File: src/rtl/codeword_packer_pkg.sv
// Shared types and helpers for the codeword packer: FSM states, accumulator
// sizing and the codeword length legality check used by the codebook stage.
package codeword_packer_pkg;

    localparam int LEN_W = 6;

    typedef enum logic [1:0] {
        ST_RUN,
        ST_FLUSH,
        ST_DONE
    } state_e;

    // Headroom of one maximal codeword above a full output word.
    function automatic int acc_width(input int out_width, input int data_length);
        return out_width + data_length;
    endfunction

    function automatic logic len_is_legal(input logic [LEN_W-1:0] len, input int max_len);
        return (32'(len) <= 32'(max_len));
    endfunction

endpackage

File: src/rtl/codeword_packer_if.sv
// Codeword input and packed-word output handshakes of the codeword packer.
// The packer uses the slave modport; the feeding/consuming side uses master.
interface codeword_packer_if #(
    parameter int ENCODE_DATALENGTH = 21,
    parameter int OUT_WIDTH         = 32
);
    import codeword_packer_pkg::*;

    logic                         encode_valid_i;
    logic                         encode_ready_o;
    logic                         encode_match_i;
    logic [LEN_W-1:0]             encode_match_length_i;
    logic [ENCODE_DATALENGTH-1:0] encode_match_data_i;
    logic [OUT_WIDTH-1:0]         out_data_o;
    logic                         out_valid_o;
    logic                         out_ready_i;

    modport slave (
        input  encode_valid_i, encode_match_i, encode_match_length_i,
               encode_match_data_i, out_ready_i,
        output encode_ready_o, out_data_o, out_valid_o
    );

    modport master (
        output encode_valid_i, encode_match_i, encode_match_length_i,
               encode_match_data_i, out_ready_i,
        input  encode_ready_o, out_data_o, out_valid_o
    );

endinterface

File: src/rtl/codeword_packer.sv
// Packs variable-length codewords MSB-first into OUT_WIDTH-bit words, with flush.
// Define CODEWORD_PACKER_BITCNT_EN to add the bit_count_o accepted-bit counter.
module codeword_packer
    import codeword_packer_pkg::*;
#(
    parameter int ENCODE_DATALENGTH = 21,
    parameter int OUT_WIDTH         = 32
) (
    input  logic                    clk_i,
    input  logic                    rst_i,
    codeword_packer_if.slave        bus,
    input  logic                    flush_i,
    output logic                    flush_done_o,
    output logic                    len_err_o
`ifdef CODEWORD_PACKER_BITCNT_EN
    ,
    output logic [31:0]             bit_count_o
`endif
);

    localparam int ACC_W = acc_width(OUT_WIDTH, ENCODE_DATALENGTH);
    localparam int CNT_W = $clog2(ACC_W);
    localparam logic [CNT_W-1:0] OW_CNT = CNT_W'(OUT_WIDTH);

    state_e               state_q;
    logic [ACC_W-1:0]     acc_q, acc_d;
    logic [CNT_W-1:0]     cnt_q, cnt_d;
    logic [OUT_WIDTH-1:0] out_data_q;
    logic                 out_valid_q;
    logic                 ready_q;
    logic                 flush_done_q;
    logic                 len_err_q;

    logic accept, beat_legal, append, out_free, drain, pad;

    // Places data[len-1:0] directly below the cnt bits already held.
    function automatic logic [ACC_W-1:0] insert_bits(
        input logic [ACC_W-1:0]             acc,
        input logic [ENCODE_DATALENGTH-1:0] data,
        input logic [LEN_W-1:0]             len,
        input logic [CNT_W-1:0]             cnt
    );
        logic [ENCODE_DATALENGTH-1:0] ones;
        logic [ACC_W-1:0]             field;
        ones  = '1;
        field = ACC_W'(data & (ones >> (ENCODE_DATALENGTH - int'(len))));
        return acc | (field << (ACC_W - int'(cnt) - int'(len)));
    endfunction

    always_comb begin
        accept     = bus.encode_valid_i && ready_q;
        beat_legal = len_is_legal(bus.encode_match_length_i, ENCODE_DATALENGTH);
        append     = accept && bus.encode_match_i && beat_legal
                     && (bus.encode_match_length_i != '0);
        out_free   = !out_valid_q || bus.out_ready_i;
        drain      = (cnt_q >= OW_CNT) && out_free;
        pad        = (state_q == ST_FLUSH) && (cnt_q < OW_CNT) && (cnt_q != '0) && out_free;

        acc_d = acc_q;
        cnt_d = cnt_q;
        // ready_q implies cnt_q < OUT_WIDTH, so drain and append never coincide.
        if (drain) begin
            acc_d = acc_q << OUT_WIDTH;
            cnt_d = cnt_q - OW_CNT;
        end else if (pad) begin
            acc_d = '0;
            cnt_d = '0;
        end else if (append) begin
            acc_d = insert_bits(acc_q, bus.encode_match_data_i,
                                bus.encode_match_length_i, cnt_q);
            cnt_d = cnt_q + CNT_W'(bus.encode_match_length_i);
        end
    end

    always_ff @(posedge clk_i or negedge rst_i) begin
        if (!rst_i) begin
            state_q      <= ST_RUN;
            acc_q        <= '0;
            cnt_q        <= '0;
            out_data_q   <= '0;
            out_valid_q  <= 1'b0;
            ready_q      <= 1'b0;
            flush_done_q <= 1'b0;
            len_err_q    <= 1'b0;
        end else begin
            acc_q <= acc_d;
            cnt_q <= cnt_d;

            if (drain || pad) begin
                out_data_q  <= acc_q[ACC_W-1 -: OUT_WIDTH];
                out_valid_q <= 1'b1;
            end else if (bus.out_ready_i) begin
                out_valid_q <= 1'b0;
            end

            if (accept && bus.encode_match_i && !beat_legal) begin
                len_err_q <= 1'b1;
            end

            flush_done_q <= 1'b0;
            case (state_q)
                ST_RUN: begin
                    if (flush_i) state_q <= ST_FLUSH;
                end
                ST_FLUSH: begin
                    if ((cnt_q == '0) || pad) begin
                        state_q      <= ST_DONE;
                        flush_done_q <= 1'b1;
                    end
                end
                ST_DONE: state_q <= ST_RUN;
                default: state_q <= ST_RUN;
            endcase

            // Ready is registered from the state and fill level of the next cycle.
            ready_q <= (((state_q == ST_RUN) && !flush_i) || (state_q == ST_DONE))
                       && (cnt_d < OW_CNT);
        end
    end

`ifdef CODEWORD_PACKER_BITCNT_EN
    logic [31:0] bit_count_q;

    always_ff @(posedge clk_i or negedge rst_i) begin
        if (!rst_i) begin
            bit_count_q <= '0;
        end else if (append) begin
            bit_count_q <= bit_count_q + 32'(bus.encode_match_length_i);
        end
    end

    assign bit_count_o = bit_count_q;
`endif

    assign bus.encode_ready_o = ready_q;
    assign bus.out_data_o     = out_data_q;
    assign bus.out_valid_o    = out_valid_q;
    assign flush_done_o       = flush_done_q;
    assign len_err_o          = len_err_q;

endmodule

File: src/flat_wrapper.sv
// flat-port wrapper written by rule: the top's interface ports become plain ports
module codeword_packer_flat import codeword_packer_pkg::*;
#(
    parameter int ENCODE_DATALENGTH = 21,
    parameter int OUT_WIDTH         = 32
)
  (clk_i, rst_i, flush_i, flush_done_o, len_err_o, bus_encode_valid_i, bus_encode_match_i, bus_encode_match_length_i, bus_encode_match_data_i, bus_out_ready_i, bus_encode_ready_o, bus_out_data_o, bus_out_valid_o);
  codeword_packer_if #(.ENCODE_DATALENGTH(ENCODE_DATALENGTH), .OUT_WIDTH(OUT_WIDTH)) bus_i ();
  input  logic clk_i;
  input  logic rst_i;
  input  logic flush_i;
  output logic flush_done_o;
  output logic len_err_o;
  input wire logic [$bits(bus_i.encode_valid_i)-1:0] bus_encode_valid_i;
  input wire logic [$bits(bus_i.encode_match_i)-1:0] bus_encode_match_i;
  input wire logic [$bits(bus_i.encode_match_length_i)-1:0] bus_encode_match_length_i;
  input wire logic [$bits(bus_i.encode_match_data_i)-1:0] bus_encode_match_data_i;
  input wire logic [$bits(bus_i.out_ready_i)-1:0] bus_out_ready_i;
  output wire logic [$bits(bus_i.encode_ready_o)-1:0] bus_encode_ready_o;
  output wire logic [$bits(bus_i.out_data_o)-1:0] bus_out_data_o;
  output wire logic [$bits(bus_i.out_valid_o)-1:0] bus_out_valid_o;
  assign bus_i.encode_valid_i = bus_encode_valid_i;
  assign bus_i.encode_match_i = bus_encode_match_i;
  assign bus_i.encode_match_length_i = bus_encode_match_length_i;
  assign bus_i.encode_match_data_i = bus_encode_match_data_i;
  assign bus_i.out_ready_i = bus_out_ready_i;
  assign bus_encode_ready_o = bus_i.encode_ready_o;
  assign bus_out_data_o = bus_i.out_data_o;
  assign bus_out_valid_o = bus_i.out_valid_o;
  codeword_packer #(.ENCODE_DATALENGTH(ENCODE_DATALENGTH), .OUT_WIDTH(OUT_WIDTH)) u_core (.clk_i(clk_i), .rst_i(rst_i), .bus(bus_i), .flush_i(flush_i), .flush_done_o(flush_done_o), .len_err_o(len_err_o));
endmodule
File: config.mk
export PLATFORM = sky130hd
export DESIGN_NAME = codeword_packer_flat
export DESIGN_NICKNAME = d
export VERILOG_FILES = /design/src/rtl/codeword_packer_pkg.sv /design/src/rtl/codeword_packer_if.sv /design/src/rtl/codeword_packer.sv /design/src/flat_wrapper.sv
export SDC_FILE = /design/constraint.sdc
export NUM_CORES = 1
export LEC_CHECK = 0
export ABC_CLOCK_PERIOD_IN_PS = 6100
export CAP_MARGIN = 20
export CORE_MARGIN = 2
export CORE_UTILIZATION = 55
export CTS_BUF_LIST = sky130_fd_sc_hd__clkbuf_4 sky130_fd_sc_hd__clkbuf_8
export CTS_CLUSTER_DIAMETER = 30
export DETAILED_ROUTE_END_ITERATION = 10
export PLACE_DENSITY = 0.77
export SETUP_SLACK_MARGIN = 0.3
export SLEW_MARGIN = 30
export SYNTH_ARGS = -nofsm -noshare
export SYNTH_HDL_FRONTEND = slang
export SYNTH_SLANG_ARGS = --single-unit
export TNS_END_PERCENT = 10
File: constraint.sdc
create_clock -name clk_i -period 6.1 [get_ports clk_i]
set_input_delay 1.22 -clock clk_i [delete_from_list [all_inputs] [get_ports clk_i]]
set_output_delay 1.22 -clock clk_i [all_outputs]
set_load 0.01 [all_outputs]
### Word-level counts from Yosys, hierarchy flattened

Index checks and enable logic that the tools add are counted.

* flip-flop bits (word level): 97
* output and inout bits: 36
* word-level logic and storage cells: 63

* $add $sub $neg: 5
* magnitude comparators: 4
* eq/ne operators: 4
* shift-type cells: 2
* muxes and demuxes: 13
* bitwise operators: 2
* reduce and logical (&&, ||, !) cells: 25

Operators with widths (count)
* 53-bit 2-to-1 mux: 3
* 21-bit by 53-bit bitwise AND with 53-bit output: 1
* 53-bit bitwise OR: 1
* 53-bit by 32-bit << shifter with 53-bit output: 1
* 21-bit by 32-bit >> shifter with 53-bit output, first input constant: 1
* 32-bit by 7-bit subtractor with 32-bit output: 1
* 6-bit 2-to-1 mux: 3
* 6-bit < comparator, second input constant: 2
* 6-bit nonzero test: 2
* 1-bit logical AND: 11
* 5-bit by 6-bit subtractor with 7-bit output, first input constant: 1
* 6-bit by 6-bit subtractor with 7-bit output, first input constant: 1
* 6-bit adder: 1
* 6-bit greater-or-equal comparator, second input constant: 1
* 6-bit by 5-bit less-or-equal comparator with 1-bit output, second input constant: 1
* 6-bit zero test: 1
* 6-bit subtractor, second input constant: 1
* 1-bit logical OR: 4
* 1-bit 2-to-1 mux: 4
* 2-bit 2-to-1 mux: 2
* 2-bit inequality test, second input constant: 2
* 2-bit one-hot mux with 2 select lines: 1
* 1-bit zero test: 3
* 3-bit nonzero test: 1
* other kinds (5): 5

### Longest topological paths before layout

* depth in word-level cells: 9
* depth in mapped cells: 20
* mapped depth without buffers: 16

### Worst setup path before layout

OpenSTA, ideal clock, no wires.

* kind: input port to flip-flop
* start: in bus_encode_match_length_i[1]
* end: reg u_core.acc_q[34]
* arrival: 4.852 ns
* required time: 6.006 ns
* path slack: 1.154 ns
* cell stages on the path: 15
* cell sequence: buf_2 > inv_1 > fa_1 > a211oi_1 > nor3b_1 > o22ai_1 > nand2_1 > ha_1 > nor4b_1 > nand4_1 > or3_1 > buf_2 > or3_1 > o211a_1 > a211oi_1

* word-level cells in the longest chain between the ends: 8
* elaborated cells between the ends (all ways): 14

RTL lines
* from (decl): line flat_wrapper.sv:16 `input wire logic [$bits(bus_i.encode_match_length_i)-1:0] bus_encode_match_length_i;`
* 5-bit by 6-bit subtractor with 7-bit output: line codeword_packer.sv:46 `field = ACC_W'(data & (ones >> (ENCODE_DATALENGTH - int'(len))));`
* 21-bit by 32-bit >> shifter with 53-bit output: line codeword_packer.sv:46
* 21-bit by 53-bit bitwise AND with 53-bit output: line codeword_packer.sv:46
* 53-bit by 32-bit << shifter with 53-bit output: line codeword_packer.sv:47 `return acc | (field << (ACC_W - int'(cnt) - int'(len)));`
* 53-bit bitwise OR: line codeword_packer.sv:47
* 53-bit 2-to-1 mux: line codeword_packer.sv:68 `end else if (append) begin`
* 53-bit 2-to-1 mux: line codeword_packer.sv:65 `end else if (pad) begin`
* 53-bit 2-to-1 mux: line codeword_packer.sv:62 `if (drain) begin`
* to (signal assigned): line codeword_packer.sv:78 `acc_q <= '0;`
* to (signal assigned): line codeword_packer.sv:86 `acc_q <= acc_d;`
* to (decl): line codeword_packer.sv:26 `logic [ACC_W-1:0] acc_q, acc_d;`

Several ways; a longest one is shown, not always the timed one. The select of a mux whose other input is x is not followed.
A chain may end at the register's enable or synchronous reset.

### Worst setup path in the final report

* start: in bus_encode_match_length_i[0]
* end: reg u_core.acc_q[45]

The elaborated chain is that of the path after synthesis.

==> flow_summary.ini <==
[clock_tree]
cts_tree = yes
hold_buffers = 0
cts.reportedPaths.clkPinSlew_ns = 0.10
clock_sinks = 97
worstSkewPairLatency_ns = 0.40
cts_root_buffer = clkbuf_8
cts_buffer_depth = 2
cts_setup_buffers = 0
cts_buffers = 9
cts_max_level = 3
cts_resized = 0

[hold_path]
min-delay-start = u_core.state_q[1]$_DFFE_PN0P_
hold_path.class = reg2reg
worstHoldPathCells = 1

[cells_and_area]
multi_input_area_mm2 = 0.00498
fillCellCount = 1266
layout.nets = 1087
seqCellArea_mm2 = 0.00243
drive_above_1_share = 0.0829
area_delta_synth_final_pct = 13.8
antenna_cells = 0

[synthesis]
synth_top_family_by_area = compound AO/OA/AOI/OAI gates
async_flop_share = 1.00
synth_area_per_cell_um2 = 7.80
synthMuxAreaShare = 0.0283
synth_common_cells = 183 x nand2_1, 97 x dfrtp_1, 86 x nor2_1
yosys.area_share.simple = 0.259
synth_top_area_share = 0.312
synthAdderAreaFrac = 0.0373
synth-seq-cells = 97
synth_edf_count = 0
synth.area.top_cells = dfrtp_1 31%, nand2_1 8.8%, nor2_1 4.1%
synthesis.area_mm2 = 0.00778
synth_compound_area_frac = 0.293
yosys_warnings = 0
yosysTopAreaCell = dfrtp_1
syn_nets = 1052
synthCells = 997
synthXorXnorAreaFrac = 0.0180
synth.distinct_cells = 90
yosysMostFrequentCell = nand2_1
ys_dominant_reg_cell = dfrtp_1
yosysSeqAreaShare = 0.312

[detailed_routing]
dr_total_vias = 8383
routed_wl_mm = 27.9
vias_per_cell = 6.89
ant_nets = 0
drtIter0Drc = 1327
drt_pass1_iterations = 5
drc = 0
wire_per_inst_um = 22.9

[placement]
hpwl_mm = 20.4
routabilityCongestion = 1.03
io_buffers = 68

[die]
ioPinCount = 69
fp.dieH_um = 123
coreArea_mm2 = 0.0138
die_area_mm2 = 0.0151
fp.dieW_um = 123
initial_utilization = 0.563
rows = 43

[worst_setup_path]
required_ns = 6.40
r2r_start = u_core.cnt_q[1]$_DFFE_PN0P_
crit_path_end_kind = register
r2r_cells = 16
path_cells = clkdlybuf4s50_1 > ha_1 > inv_1 > fa_1 > a211oi_1 > nor3b_1 > o22ai_1 > nand2_1 > ha_1 > nor4b_1 > nand4_1 > nor3_2 > buf_12 > nand2_1 > a211oi_1 > a211oi_1 > a211oi_1
cpMostUsedCell = a211oi_1
cp.buffers_inverters = 3
crit_slowest_cell = a211oi_1
startpoint_type = input port
critPathMaxFanout = 32
cp.arrival_ns = 5.79
critPathKind = in2reg
critPathLaunch = bus_encode_match_length_i[0]
cp_num_cells = 17
slowest_delay_ns = 0.63
crit_family = compound AO/OA/AOI/OAI gates

[sta]
slew_violations = 0
skew_ns = 0.0105
setup_viol = 0
final.setup.tns_ns = 0
hold_viol = 0
relSlewSlack = 0.405
period_needed_ns = 5.49
finalCritPeriodShare = 0.900
tightest_slew_ns = 0.886
rsz0062_at_grt = false
fmax_ghz = 0.182

[grt]
grtUsageTotal = 0.378
grt_first_pass_wirelength_mm = 43.6
antenna_found_initial = 0
grt_max_degree = 77
grt-ovfl-total = 0
grt_pass1_vias = 7709

[power_and_ir_drop]
total_power_mw = 4.11
ir_worst_vdd_uv = 283
p_leak_nw = 3.58
p_per_area_mw_per_mm2 = 464

[job]
cap_violations = 0

[status]
outcome = finished, final reports clean
where the power goes:
group | total, mW | switching [mW] | leakage [nW] | internal (mW)
clock network | 0.496 | 0.253 | 0.114 | 0.243
logic | 2.80 | 1.98 | 2.13 | 0.818
registers | 0.815 | 0.0812 | 1.33 | 0.734
worst paths after layout:
check	endpoint	slack [ns]
max in group asynchronous	u_core.bus.out_data_o[27]$_DFFE_PN0P_	4.39
min in group asynchronous	u_core.bus.out_data_o[4]$_DFFE_PN0P_	0.69
worst min register to register	u_core.state_q[0]$_DFFE_PN0P_	0.46
worst max-delay path	u_core.acc_q[45]$_DFFE_PN0P_	0.61
worst max register to register	u_core.acc_q[45]$_DFFE_PN0P_	1.21
worst min-delay path	u_core.state_q[0]$_DFFE_PN0P_	0.46
per-stage QoR:
step | hold slack [ns] | util | cell area, um2 | cells | setup slack (ns)
global placement | 0.438 | 0.623 | 8620 | 1201 | 0.412
floorplan | 0.417 | - | 7780 | 997 | 1.15
CTS | 0.473 | 0.640 | 8850 | 1217 | 0.705
detailed placement | 0.456 | 0.623 | 8620 | 1201 | 0.281
finish | 0.464 | 0.640 | 8850 | 1217 | 0.612
global route | 0.489 | 0.640 | 8850 | 1217 | 0.316
cells by family after synthesis:
group | count (synthesis)
buf+inv | 93
simple gates | 434
flops | 97
compound gates | 316
mux | 19
xor+xnor | 16
fa+ha+maj | 22
placed cells by master, fill, tap and decap left out, types with 10 or more instances in the layout:
cell,n
nand2_1,182
dfrtp_1,97
nor2_1,84
clkdlybuf4s50_1,67
a21oi_1,62
o21ai_0,43
nand3_1,38
nor3_1,29
buf_4,28
inv_1,20
ha_1,20
a31oi_1,18
a211oi_1,15
nand4_1,15
o211ai_1,14
o22ai_1,13
mux2i_1,13
nor4_1,11
nand2b_1,10
and3_1,10
a22oi_1,10
per-layer routing:
metal | wire length, um | vias up | GRT usage
li1 | - | 3787 | -
met5 | 50 | - | 0.0243
met4 | 741 | 2 | 0.120
met3 | 2870 | 71 | 0.0650
met2 | 12200 | 583 | 0.571
met1 | 12000 | 3940 | 0.549
sequential cells by signal (all words and copies together), names as in the netlist:
name,cells
u_core.cnt_q,6
u_core.len_err_o,1
u_core.acc_q,53
u_core.bus.out_valid_o,1
u_core.flush_done_o,1
u_core.bus.encode_ready_o,1
u_core.bus.out_data_o,32
u_core.state_q,2
worst reg2reg max path: stages, from the launching register on:
cell and delay, ns:
dfrtp_1 0.53, ha_1 0.35, inv_1 0.05, ha_1 0.40, and3b_1 0.25, o2111ai_1 0.20, and4b_1 0.41, inv_1 0.08
ha_1 0.28, nor4b_1 0.31, nand4_1 0.26, nor3_2 0.26, buf_12 0.23, nand2_1 0.21, a211oi_1 0.64, a211oi_1 0.16
a211oi_1 0.21
area by class of cell:
cell class,instances,share of cell area
multi-input combinational,807,0.563
tap,180,0.0254
timing repair buffer,97,0.103
inverter,20,0.00848
clock buffer,10,0.0148
clock inverter,6,0.0112
sequential,97,0.274
No activity file was read; power rests on OpenSTA's default activity.
